**src/rtl/spi_seq_pkg.sv**
```systemverilog
// spi_seq_pkg: frame layout, FSM states and command codes for the SPI command link
package spi_seq_pkg;
  localparam int LEN_SPI = 32;
  localparam int SPI_CODE_LEN = 6;
  localparam int SPI_ADDR_LEN = 10;
  localparam int SPI_DATA_LEN = 16;
  localparam int SPI_DATA_OFS = 0;
  localparam int SPI_ADDR_OFS = SPI_DATA_OFS + SPI_DATA_LEN;
  localparam int SPI_CODE_OFS = SPI_ADDR_OFS + SPI_ADDR_LEN;
  localparam logic [SPI_CODE_LEN-1:0] CMD_DUMMY = 6'd0;
  localparam logic [SPI_CODE_LEN-1:0] CMD_AFE_RST_OFF = 6'd8;
  localparam logic [SPI_CODE_LEN-1:0] CMD_WR_REC = 6'd4;
  localparam logic [SPI_CODE_LEN-1:0] CMD_RD_ADC = 6'd19;
  localparam logic [SPI_CODE_LEN-1:0] CMD_RD_ELEC = 6'd11;
  typedef enum logic [2:0] {IDLE, PRE, SETUP, LOW, HIGH, TAIL, POST} state_e;
  function automatic logic [LEN_SPI-1:0] pack_frame(
    input logic [SPI_CODE_LEN-1:0] code,
    input logic [SPI_ADDR_LEN-1:0] addr,
    input logic [SPI_DATA_LEN-1:0] data
  );
    return {code, addr, data};
  endfunction
endpackage

```
**src/rtl/spi_cmd_fifo.sv**
```systemverilog
// spi_cmd_fifo: first-word-fall-through command FIFO with occupancy level
module spi_cmd_fifo #(
  parameter int WIDTH = 33,
  parameter int DEPTH = 8
) (
  input  logic                     clk,
  input  logic                     rst_n,
  input  logic                     push,
  input  logic                     pop,
  input  logic [WIDTH-1:0]         din,
  output logic [WIDTH-1:0]         dout,
  output logic                     full,
  output logic                     empty,
  output logic [$clog2(DEPTH):0]   level
);
  localparam int AW = $clog2(DEPTH);
  logic [WIDTH-1:0] mem_q [DEPTH];
  logic [AW-1:0] wr_q, wr_d, rd_q, rd_d;
  logic [AW:0] level_q, level_d;
  logic push_ok, pop_ok;
  // DEPTH is a power of two, so the level MSB alone marks full
  assign full = level_q[AW];
  assign empty = level_q == '0;
  assign level = level_q;
  assign dout = mem_q[rd_q];
  always_comb begin
    push_ok = push && !full;
    pop_ok = pop && !empty;
    wr_d = push_ok ? wr_q + AW'(1) : wr_q;
    rd_d = pop_ok ? rd_q + AW'(1) : rd_q;
    level_d = (push_ok && !pop_ok) ? level_q + (AW+1)'(1) :
              (!push_ok && pop_ok) ? level_q - (AW+1)'(1) : level_q;
  end
  always_ff @(posedge clk) begin
    if (!rst_n) begin
      wr_q <= '0;
      rd_q <= '0;
      level_q <= '0;
    end else begin
      wr_q <= wr_d;
      rd_q <= rd_d;
      level_q <= level_d;
    end
  end
  always_ff @(posedge clk) begin
    if (push_ok) mem_q[wr_q] <= din;
  end
endmodule

```
**src/rtl/spi_cmd_sequencer.sv**
```systemverilog
// spi_cmd_sequencer: queues 32-bit command frames and shifts them out LSB-first over SPI,
// capturing miso into a response word and optionally appending an all-zero dummy frame
module spi_cmd_sequencer
  import spi_seq_pkg::*;
#(
  parameter int SCK_HALF = 5,
  parameter int FIFO_DEPTH = 8
) (
  input  logic                          clk_50M,
  input  logic                          rst_n,
  input  logic                          enable,
  input  logic                          cmd_valid,
  output logic                          cmd_ready,
  input  logic [LEN_SPI-1:0]            cmd_data,
  input  logic                          cmd_dummy,
  output logic                          rsp_valid,
  output logic [LEN_SPI-1:0]            rsp_data,
  output logic                          rsp_is_dummy,
  output logic                          busy,
  output logic [$clog2(FIFO_DEPTH):0]   fifo_level,
  output logic                          sck,
  output logic                          mosi,
  output logic                          cs_n,
  input  logic                          miso
);
  localparam int BW = $clog2(LEN_SPI);
  localparam logic [7:0] H_LAST = 8'(SCK_HALF - 1);
  state_e state_q, state_d;
  logic [7:0] cnt_q, cnt_d;
  logic [BW-1:0] bit_q, bit_d;
  logic [LEN_SPI-1:0] shift_q, shift_d, cap_q, cap_d, rsp_data_q, rsp_data_d;
  logic dummy_q, dummy_d, is_dummy_q, is_dummy_d;
  logic rsp_valid_q, rsp_valid_d, rsp_is_dummy_q, rsp_is_dummy_d;
  logic [1:0] miso_s_q, miso_s_d;
  logic [LEN_SPI:0] fifo_dout;
  logic fifo_pop, fifo_full, fifo_empty, last;
  spi_cmd_fifo #(.WIDTH(LEN_SPI + 1), .DEPTH(FIFO_DEPTH)) u_fifo (
    .clk(clk_50M),
    .rst_n(rst_n),
    .push(cmd_valid && cmd_ready),
    .pop(fifo_pop),
    .din({cmd_dummy, cmd_data}),
    .dout(fifo_dout),
    .full(fifo_full),
    .empty(fifo_empty),
    .level(fifo_level)
  );
  assign last = cnt_q == H_LAST;
  assign cmd_ready = rst_n && !fifo_full;
  assign sck = state_q != LOW;
  assign cs_n = !(state_q inside {SETUP, LOW, HIGH, TAIL});
  assign mosi = (state_q inside {SETUP, LOW, HIGH}) && shift_q[0];
  assign busy = state_q != IDLE;
  assign rsp_valid = rsp_valid_q;
  assign rsp_data = rsp_data_q;
  assign rsp_is_dummy = rsp_is_dummy_q;
  always_comb begin
    state_d = state_q;
    cnt_d = last ? '0 : cnt_q + 8'd1;
    bit_d = bit_q;
    shift_d = shift_q;
    cap_d = cap_q;
    dummy_d = dummy_q;
    is_dummy_d = is_dummy_q;
    rsp_valid_d = 1'b0;
    rsp_data_d = rsp_data_q;
    rsp_is_dummy_d = rsp_is_dummy_q;
    miso_s_d = {miso_s_q[0], miso};
    fifo_pop = 1'b0;
    case (state_q)
      IDLE: begin
        cnt_d = '0;
        if (enable && !fifo_empty) begin
          fifo_pop = 1'b1;
          state_d = PRE;
          bit_d = '0;
          shift_d = fifo_dout[LEN_SPI-1:0];
          dummy_d = fifo_dout[LEN_SPI];
          is_dummy_d = 1'b0;
        end
      end
      PRE: if (last) state_d = SETUP;
      SETUP: if (last) state_d = LOW;
      LOW: if (last) begin
        cap_d[bit_q] = miso_s_q[1];
        state_d = &bit_q ? TAIL : HIGH;
        shift_d = shift_q >> 1;
        bit_d = bit_q + BW'(1);
      end
      HIGH: if (last) state_d = LOW;
      TAIL: if (last) begin
        state_d = POST;
        rsp_valid_d = 1'b1;
        rsp_data_d = cap_q;
        rsp_is_dummy_d = is_dummy_q;
      end
      // POST already gives the cs_n-high gap, so a dummy frame skips PRE
      POST: if (last) begin
        state_d = dummy_q ? SETUP : IDLE;
        shift_d = '0;
        is_dummy_d = dummy_q;
        dummy_d = 1'b0;
      end
      default: state_d = IDLE;
    endcase
  end
  always_ff @(posedge clk_50M) begin
    miso_s_q <= miso_s_d;
    shift_q <= shift_d;
    cap_q <= cap_d;
    if (!rst_n) begin
      state_q <= IDLE;
      cnt_q <= '0;
      bit_q <= '0;
      dummy_q <= 1'b0;
      is_dummy_q <= 1'b0;
      rsp_valid_q <= 1'b0;
      rsp_data_q <= '0;
      rsp_is_dummy_q <= 1'b0;
    end else begin
      state_q <= state_d;
      cnt_q <= cnt_d;
      bit_q <= bit_d;
      dummy_q <= dummy_d;
      is_dummy_q <= is_dummy_d;
      rsp_valid_q <= rsp_valid_d;
      rsp_data_q <= rsp_data_d;
      rsp_is_dummy_q <= rsp_is_dummy_d;
    end
  end
endmodule

```
**config.mk**
```make
export PLATFORM = sky130hd
export DESIGN_NAME = spi_cmd_sequencer
export DESIGN_NICKNAME = d
export VERILOG_FILES = /design/src/rtl/spi_seq_pkg.sv /design/src/rtl/spi_cmd_fifo.sv /design/src/rtl/spi_cmd_sequencer.sv
export SDC_FILE = /design/constraint.sdc
export NUM_CORES = 1
export LEC_CHECK = 0
export ABC_AREA = 1
export CORE_ASPECT_RATIO = 0.8
export CORE_MARGIN = 2
export CORE_UTILIZATION = 64
export DETAILED_ROUTE_END_ITERATION = 10
export PLACE_DENSITY_LB_ADDON = 0.15
export SYNTH_ARGS = -nofsm -noshare
export SYNTH_HDL_FRONTEND = slang
export SYNTH_HIERARCHICAL = 1
export SYNTH_SLANG_ARGS = --single-unit
```
**constraint.sdc**
```tcl
create_clock -name clk_50M -period 6.9 [get_ports clk_50M]
set_clock_uncertainty 0.1 [all_clocks]
set_input_delay 1.38 -clock clk_50M [delete_from_list [all_inputs] [get_ports clk_50M]]
set_output_delay 1.38 -clock clk_50M [all_outputs]
set_load 0.005 [all_outputs]
```
==> out/qor.csv, run 1 <==
stage,metric,value,unit
status,status,completed,
worst_setup_path,CP cell instances,clkdlybuf4s50_1 > buf_4 > inv_1 > nor2_1 > clkdlybuf4s50_1,
layout,area grow syn2layout,12.82,%
floorplan,row cnt,51,
logic_synthesis,Yosys reg bits,395,
layout,design area,18050,um^2
sta,slew margin rel.,0.1555,
logic_synthesis,post-synthesis sequential area ratio,0.6994,
worst_setup_path,endpoint class of the critical path,output port,
pwr,Max IR drop VDD,0.2262,mV
worst_setup_path,Crit Path Class,in2out,
sta,Worst Tran Pin Value,1264,ps
logic_synthesis,area share of fa/ha/maj cells after synthesis,0.01063,
floorplan,die area,26290,um^2
logic_synthesis,compound-cell area share of the yosys netlist,0.07890,
placed_design,I/O Buffers,80,
route,1st-pass router iterations,5,
layout,final core utilization,0.7386,
global_route,vias in the first global route,10088,
logic_synthesis,Synth Area per Inst,11.17,um^2
logic_synthesis,top_reg_cell synth,edfxtp_1,
clock_network,clock root buffer,clkbuf_16,
logic_synthesis,"top cells by area, synth","edfxtp_1, nor2_1, dfxtp_1, nand2_1, o21ai_1",
worst_setup_path,Most common cell on crit path,clkdlybuf4s50_1,
worst_setup_path,Crit-path slowest cell,clkdlybuf4s50_1,
clock_network,CTS sink cnt,395,
clock_network,# Post-CTS Setup Buffers,0,
global_route,first-pass GRT wire length,52940,um
logic_synthesis,post-synth cell types,37,
clock_network,CTS buffer count,38,
route,# DRC,0,
floorplan,IO Count,81,
route,"antenna viol nets, final",0,
job,Max Cap Viol,0,
floorplan,Die Span X,180.8,um
route,WL per Instance,18.03,um
logic_synthesis,synth cell count leaders,"nor2_1, edfxtp_1, nand2_1",
route,Routed WL,33130,um
clock_network,cts hold-fix bufs,0,
global_route,GRT Overall Usage,0.2529,
global_route,largest net degree at the start of global routing,94,
floorplan,Initial Util,0.6547,
clock_network,Clock transition at path regs,60,ps
clock_network,CTS tree,done,
logic_synthesis,syn nets,1484,
global_route,initial antenna violation count,0,
floorplan,Die Y,145.4,um
floorplan,Core ar.,24440,um^2
route,via count,10466,
logic_synthesis,Post-Synth Simple-Gate Area,0.1699,
placed_design,routability-driven placement congestion ratio,0.8013,
logic_synthesis,synthesis warning total,6,
logic_synthesis,largest family of logic cells by synthesized area,simple AND/OR/NAND/NOR gates,
pwr,PwrDens,338.5,nW/um^2
worst_setup_path,Max stage delay on crit path,510,ps
worst_setup_path,Startpoint Class,primary input,
layout,fillcell total,1618,
placed_design,Post-DP Area,16880,um^2
logic_synthesis,share of the synthesized area in the top cell type,0.6156,
clock_network,post-CTS sizing,0,
logic_synthesis,XOR/XNOR Fraction of Synth Area,0.001642,
worst_setup_path,Worst EP required,5420,ps
placed_design,hpwl dp,17860,um
layout,Nets,1542,
logic_synthesis,post-synthesis cell count,1433,
worst_setup_path,Worst Path Arrival,3110,ps
sta,FMAX,217.8,MHz
worst_setup_path,"CP delay by family, top",buffers and inverters,
sta,setup TNS,0,ps
logic_synthesis,ys async rst share,0,
sta,Final setup violation count,0,
layout,layout cells sized above 1,0.07439,
sta,RSZ-0062 raised after global routing,no,
clock_network,CTS H-Tree Depth,2,
sta,hold_ws,234.6,ps
hold_path,Hold WC Path Type,reg2reg,
clock_network,"Clk Latency, worst-skew pair",530,ps
logic_synthesis,post-synth top area cell,edfxtp_1,
sta,endpoints failing hold,0,
sta,fin. max-slew vios,0,
route,DR iter-0 viols,1018,
pwr,Overall Power,6.110,mW
layout,ant diodes,0,
logic_synthesis,number of flops mapped to enable cells by yosys,328,
clock_network,CTS Buffer Depth,3,
worst_setup_path,Buf/Inv on CP,4,
logic_synthesis,Netlist Area Pre-Place,16000,um^2
logic_synthesis,most frequent cell after synthesis,nor2_1,
route,via density per instance,5.697,
worst_setup_path,crit-path max FO,46,
pwr,P_leak,6.683,nW
sta,post-route minimum period,4591,ps
logic_synthesis,post-synthesis mux area share,0,
global_route,grt total ovfl,0,
sta,Tcrit/Tclk final,0.6653,
sequential cells by signal, summed over array words and instances, names as in the netlist, named ones only:
name and flops:
u_fifo/rd_q 3, is_dummy_q 1, cap_q 32, shift_q 32, u_fifo/mem_q 264, rsp_valid 1
u_fifo/level 4, dummy_q 1, bit_q 5, rsp_data 32, state_q 3, rsp_is_dummy 1
cnt_q 8, u_fifo/wr_q 3, miso_s_q 2
stage by stage:
stage          std cells  setup WS [ps]
2_1_floorplan       1433           2999
3_3_place_gp        1769           2229
3_5_place_dp        1769           2159
4_1_cts             1837           2314
5_1_grt             1837           2205
6_report            1837           2309
worst paths after layout:
path / start / end / slack, ps / cells past startpoint
min: miso_s_q[0] / miso_s_q[1] / 230 / 0
max reg2reg: register / dummy_q / 4080 / 8
min reg2reg: miso_s_q[0] / miso_s_q[1] / 230 / 0
max: rst_n / cmd_ready / 2310 / 5
cell families (layout without fill, tap and decap cells):
family / Yosys count / after routing
adders and majority gates: 13 / 13
xor gates and xnor gates: 3 / 3
AOI/OAI and AO/OA: 228 / 228
and+or+nand+nor: 677 / 677
DFF: 395 / 395
buffers and inverters: 117 / 203
per-layer routing:
layer,track usage,vias up,wire (um)
met4,0.08266,0,813
met5,0,-,0
met1,0.3620,4996,14290
met2,0.4019,396,15420
met3,0.04179,65,2593
li1,-,5009,-
placed cells by master, fill, tap and decap left out, types with 2 or more instances in the layout:
cell type,count
a21oi_1,21
a22o_1,31
and3_1,3
buf_4,9
bufinv_16,2
clkbuf_1,12
clkbuf_16,39
clkbuf_8,2
clkdlybuf4s50_1,80
clkinv_1,5
clkinv_2,8
dfxtp_1,65
edfxtp_1,328
ha_1,12
inv_1,34
inv_2,9
inv_6,2
nand2_1,217
nand2_2,6
nand3_1,30
nand4_1,2
nor2_1,380
nor2_2,19
nor2_4,8
nor3_1,4
nor3b_1,2
o21a_1,2
o21ai_0,62
o21ai_1,112
xor2_1,2
power breakdown:
part,switching (mW),total (mW),internal [mW]
registers,0.133,2.98,2.84
clock network,0.838,1.98,1.14
logic,0.768,1.16,0.390
total,1.74,6.11,4.37
layout make-up:
class	instances	area, um^2	area share
Clock inverter	15	122.6	0.006792
Multi-Input combinational cell	921	4238	0.2348
Tap cell	318	397.9	0.02204
Timing Repair Buffer	89	868.3	0.04810
Inverter	46	181.4	0.01005
Sequential cell	395	11200	0.6202
Clock buffer	53	1049	0.05808
Power figures use the tool's default switching activity.
==> run 2: changes to the inputs <==
--- a/config.mk
+++ b/config.mk
@@ -8,7 +8,7 @@
 export ABC_AREA = 1
 export CORE_ASPECT_RATIO = 0.8
 export CORE_MARGIN = 2
-export CORE_UTILIZATION = 64
+export CORE_UTILIZATION = 60
 export DETAILED_ROUTE_END_ITERATION = 10
 export PLACE_DENSITY_LB_ADDON = 0.15
 export SYNTH_ARGS = -nofsm -noshare
==> constraint.sdc (replaced) <==
create_clock -name clk_50M -period 4.65 [get_ports clk_50M]
set_clock_uncertainty 0.1 [all_clocks]
set_input_delay 0.93 -clock clk_50M [delete_from_list [all_inputs] [get_ports clk_50M]]
set_output_delay 0.93 -clock clk_50M [all_outputs]
set_load 0.005 [all_outputs]
==> run 2 against run 1 <==
  * Global-route usage shrank 1.1 points
  * Non-clock buffer count grew 8
  * Sequential share of layout area shrank 1.0 points
  * Critical path depth grew 3
  * Die area grew 6.5%
  * Largest cell class unchanged
  * Highest routed layer unchanged
==> out/qor.csv, run 2 (synthesis results as in run 1) <==
stage,metric,value,unit
worst_setup_path,reg-to-reg critical path endpoint,shift_q[0],
route,# DRC,0,
layout,Multi-input gate area,4238,um^2
worst_setup_path,crit-path max FO,21,
pwr,P_leak,6.798,nW
clock_network,clock root buffer,clkbuf_16,
route,"antenna viol nets, final",0,
pwr,P_int,6.687,mW
job,Max Cap Viol,0,
floorplan,IO Count,81,
worst_setup_path,Worst EP required,4740,ps
clock_network,CTS buffer count,38,
placed_design,routability-driven placement congestion ratio,0.8090,
layout,Nets,1550,
sta,Worst Tran Pin Value,1211,ps
sta,fin. max-slew vios,0,
floorplan,die area,28000,um^2
sta,endpoints failing hold,0,
route,via count,10409,
layout,Biggest register,u_fifo/mem_q,
layout,area grow syn2layout,14.76,%
floorplan,Core ar.,26260,um^2
global_route,initial antenna violation count,0,
sta,Tcrit/Tclk final,0.7280,
sta,RSZ-0062 raised after global routing,no,
clock_network,cts hold-fix bufs,0,
sta,slew margin rel.,0.1912,
placed_design,post-place setup slack,727.4,ps
route,via density per instance,5.522,
pwr,Clk pwr share,0.340,
sta,post-route minimum period,3385,ps
clock_network,"Clk Latency, worst-skew pair",530,ps
layout,"commonest non-fill, non-tap cells in the layout","nor2_1, edfxtp_1, nand2_1, o21ai_1, clkdlybuf4s50_1",
pwr,NetSw,2.594,mW
worst_setup_path,Crit-path slowest cell,clkdlybuf4s50_1,
floorplan,row cnt,53,
clock_network,CTS Buffer Depth,3,
clock_network,CTS tree,done,
worst_setup_path,reg2reg path depth,7,
worst_setup_path,Max stage delay on crit path,480,ps
global_route,vias in the first global route,9875,
clock_network,post-CTS sizing,0,
clock_network,Clock transition at path regs,60,ps
global_route,first-pass GRT wire length,52850,um
layout,ant diodes,0,
worst_setup_path,Worst Path Arrival,3470,ps
worst_setup_path,Buf/Inv on CP,4,
global_route,largest net degree at the start of global routing,103,
floorplan,Die Span X,186.6,um
worst_setup_path,endpoint class of the critical path,register,
worst_setup_path,Crit Path Class,in2reg,
clock_network,CTS H-Tree Depth,2,
worst_setup_path,CP cell instances,clkdlybuf4s50_1 > inv_1 > nor3b_1 > nand2_1 > inv_1 > nand2_1 > nor2_4 > buf_4,
worst_setup_path,Startpoint Class,primary input,
route,WL per Instance,17.65,um
pwr,switching share of power,0.2795,
sta,PnR worst setup slack,1265,ps
layout,"most common cell after layout, fill and taps aside",nor2_1,
layout,FF/Latch Area,11200,um^2
worst_setup_path,"CP delay by family, top",simple AND/OR/NAND/NOR gates,
global_route,grt total ovfl,0,
floorplan,Initial Util,0.6093,
pwr,Gate power share,0.182,
worst_setup_path,Crit. Startpoint,rst_n,
sta,Final setup violation count,0,
placed_design,hpwl dp,18940,um
layout,fillcell total,1888,
pwr,Reg power frac,0.477,
pwr,Max IR drop VDD,0.2808,mV
clock_network,# Post-CTS Setup Buffers,0,
pwr,PwrDens,505.4,nW/um^2
global_route,GRT Overall Usage,0.2424,
sta,FMAX,295.4,MHz
route,DR iter-0 viols,1008,
route,1st-pass router iterations,5,
status,status,completed,
worst_setup_path,worst setup path end,u_fifo/mem_q[6][21],
layout,layout cells sized above 1,0.08312,
sta,setup TNS,0,ps
layout,max reg flops,264,
clock_network,CTS sink cnt,395,
route,Routed WL,33270,um
hold_path,Hold WC Path Type,reg2reg,
placed_design,I/O Buffers,80,
floorplan,Die Y,150.1,um
worst_setup_path,instance count on the critical path,8,
worst_setup_path,register-to-register setup slack,1760,ps
-- run 2: per-layer routing --
layer  vias up  wire length (um)  global-route usage  share of wire
li1       5018                 -                   -              -
met1      4944             15010              0.3542           0.45
met3        60              2631             0.04597          0.079
met4         0               742             0.07262          0.022
met2       387             14890              0.3752           0.45
met5         -                 0                   0              0
-- run 2: worst min-delay path by stage --
stage | start | to | slack (ps) | cells past startpoint
6_report | miso_s_q[0] | miso_s_q[1] | 230 | 0
5_1_grt | miso_s_q[0] | miso_s_q[1] | 240 | 0
4_1_cts | miso_s_q[0] | miso_s_q[1] | 230 | 0
3_5_place_dp | miso_s_q[0] | miso_s_q[1] | 220 | 0
3_3_place_gp | miso_s_q[0] | miso_s_q[1] | 220 | 0
2_1_floorplan | miso_s_q[0] | miso_s_q[1] | 210 | 0
-- run 2: through the flow --
step             util  total power [mW]  hold slack, ps  cells  instance area (um^2)
2_1_floorplan       -             5.696           209.6   1433                 16000
3_3_place_gp   0.6498             6.130           218.0   1816                 17070
3_5_place_dp   0.6498             6.179           220.3   1816                 17070
4_1_cts        0.6993             9.327           233.0   1885                 18360
5_1_grt        0.6993             9.722           235.4   1885                 18360
6_report       0.6993             9.281           233.1   1885                 18360
-- run 2: power groups by stage --
stage / Sequential, mW / Clock [mW] / Combinational [mW]
global placement: 4.50 / 0 / 1.64
global route: 4.46 / 3.35 / 1.91
floorplan: 4.38 / 0 / 1.31
CTS: 4.43 / 3.21 / 1.69
detailed placement: 4.50 / 0 / 1.68
finish: 4.43 / 3.16 / 1.69
-- run 2: final cells by class --
cell class,instances,area share
clock buffer,54,0.05962
tap,357,0.02433
clock inverter,15,0.01104
timing repair buffer,97,0.05465
multi-input combinational,921,0.2308
sequential,395,0.6097
inverter,46,0.009880
==> run 3: changes to the inputs <==
--- a/config.mk
+++ b/config.mk
@@ -8,7 +8,7 @@
 export ABC_AREA = 1
 export CORE_ASPECT_RATIO = 0.8
 export CORE_MARGIN = 2
-export CORE_UTILIZATION = 60
+export CORE_UTILIZATION = 54
 export DETAILED_ROUTE_END_ITERATION = 10
 export PLACE_DENSITY_LB_ADDON = 0.15
 export SYNTH_ARGS = -nofsm -noshare
==> constraint.sdc (replaced) <==
create_clock -name clk_50M -period 2.95 [get_ports clk_50M]
set_clock_uncertainty 0.1 [all_clocks]
set_input_delay 0.59 -clock clk_50M [delete_from_list [all_inputs] [get_ports clk_50M]]
set_output_delay 0.59 -clock clk_50M [all_outputs]
set_load 0.005 [all_outputs]
==> run 3 against run 2 <==
  * Hold slack better by 4.8 ps
  * Flip-flop and latch count unchanged
  * Via count up 1.5%
  * Sequential share of layout area down 0.68 points
  * Die area up 11%
  * Critical path type is now reg2out
  * Largest power group unchanged
==> out/qor.csv, run 3 (synthesis results as in run 1) <==
stage,metric,value,unit
floorplan,Initial Util,0.5476,
layout,Biggest register,u_fifo/mem_q,
layout,"commonest non-fill, non-tap cells in the layout","nor2_1, edfxtp_1, nand2_1, o21ai_1, clkdlybuf4s50_1",
worst_setup_path,crit-path max FO,8,
pwr,NetSw,4.128,mW
worst_setup_path,Worst Path Arrival,2100,ps
sta,endpoints failing hold,0,
global_route,vias in the first global route,9713,
route,WL per Instance,18.78,um
sta,Tcrit/Tclk final,0.9449,
pwr,Clk pwr share,0.315,
sta,setup TNS,0,ps
pwr,P_int,10.26,mW
floorplan,Core ar.,29220,um^2
sta,hold_ws,237.9,ps
layout,"most common cell after layout, fill and taps aside",nor2_1,
worst_setup_path,Crit Path Class,reg2out,
clock_network,CTS tree,done,
sta,fin. max-slew vios,0,
layout,max reg flops,264,
layout,area grow syn2layout,16.06,%
route,"antenna viol nets, final",0,
floorplan,row cnt,56,
sta,FMAX,358.8,MHz
worst_setup_path,Worst EP required,2260,ps
placed_design,routability-driven placement congestion ratio,0.8335,
clock_network,post-CTS sizing,0,
clock_network,clock root buffer,clkbuf_16,
layout,layout cells sized above 1,0.08727,
clock_network,# Post-CTS Setup Buffers,0,
route,1st-pass router iterations,5,
clock_network,Clock transition at path regs,60,ps
sta,Worst Tran Pin Value,952.3,ps
worst_setup_path,Startpoint Class,register,
pwr,Overall Power,14.39,mW
layout,ant diodes,0,
pwr,PwrDens,774.7,nW/um^2
clock_network,CTS Buffer Depth,3,
global_route,largest net degree at the start of global routing,73,
layout,FF/Latch Area,11200,um^2
pwr,P_leak,6.870,nW
placed_design,post-place setup slack,86.24,ps
clock_network,cts hold-fix bufs,0,
layout,Multi-input gate area,4238,um^2
pwr,Max IR drop VDD,0.4977,mV
layout,fillcell total,2245,
route,via density per instance,5.492,
floorplan,Die Y,158.0,um
floorplan,IO Count,81,
global_route,initial antenna violation count,0,
global_route,GRT Overall Usage,0.2383,
sta,post-route minimum period,2787,ps
sta,RSZ-0062 raised after global routing,no,
clock_network,"Clk Latency, worst-skew pair",540,ps
placed_design,hpwl dp,23860,um
route,via count,10566,
sta,PnR worst setup slack,162.7,ps
clock_network,CTS H-Tree Depth,2,
pwr,Reg power frac,0.478,
route,Routed WL,36130,um
hold_path,Hold WC Path Type,reg2reg,
pwr,Gate power share,0.208,
job,Max Cap Viol,0,
route,# DRC,0,
floorplan,Die Span X,196.5,um
clock_network,CTS buffer count,39,
floorplan,die area,31030,um^2
pwr,switching share of power,0.2870,
sta,Final setup violation count,0,
sta,slew margin rel.,0.3643,
worst_setup_path,endpoint class of the critical path,output port,
status,status,completed,
global_route,grt total ovfl,0,
clock_network,CTS sink cnt,395,
placed_design,I/O Buffers,80,
layout,Nets,1571,
global_route,first-pass GRT wire length,55390,um
route,DR iter-0 viols,1030,
==> run 3: cell count changes in the layout (fill, tap and decap cells not counted), moves of 4 or more <==
cell,change
clkinv_1,+5
buf_12,+15
clkinv_2,-5
bufinv_16,-4
buf_4,+5
clkbuf_1,+6
==> run 3: area by class of cell <==
cell class | count | share of cell area
tap | 377 | 0.02540
clock inverter | 10 | 0.003436
inverter | 46 | 0.009770
timing repair buffer | 117 | 0.07223
multi-input combinational | 921 | 0.2282
clock buffer | 58 | 0.05808
sequential | 395 | 0.6029
==> run 3: critical path: stages, from the launching register on <==
cell	delay, ps
dfxtp_1	490
clkinv_2	120
nand2_2	100
o21a_1	160
and3_1	180
clkdlybuf4s50_1	500
==> run 3: stage by stage <==
stage | cells | utilization | instance area, um^2
3_3_place_gp | 1856 | 0.5965 | 17430
2_1_floorplan | 1433 | - | 16010
5_1_grt | 1924 | 0.6356 | 18570
3_5_place_dp | 1856 | 0.5965 | 17430
6_report | 1924 | 0.6356 | 18570
4_1_cts | 1924 | 0.6356 | 18570
==> run 3: layer usage <==
layer  part of all wire  GRT usage
met3               0.11    0.07201
met2               0.40     0.3149
met4              0.012    0.05195
met5                  0          0
met1               0.48     0.3822
==> run 3: worst paths after layout <==
kind / slack (ps) / cells after the start / startpoint / end
worst min-delay path: 240 / 0 / miso_s_q[0] / miso_s_q[1]
worst min register to register: 240 / 0 / miso_s_q[0] / miso_s_q[1]
worst max-delay path: 160 / 5 / state_q[1] / mosi
worst max register to register: 490 / 15 / u_fifo/level[3] / u_fifo/level[3]
==> run 3: power groups by stage <==
stage                     Clock, mW  Combinational, mW  Sequential [mW]
after floorplan                   0               2.07             6.91
after global placement            0               2.91             6.97
after detailed placement          0               2.98             6.97
after CTS                      4.61               2.98             6.87
after global routing           4.81               3.36             6.92
final                          4.53               2.99             6.87
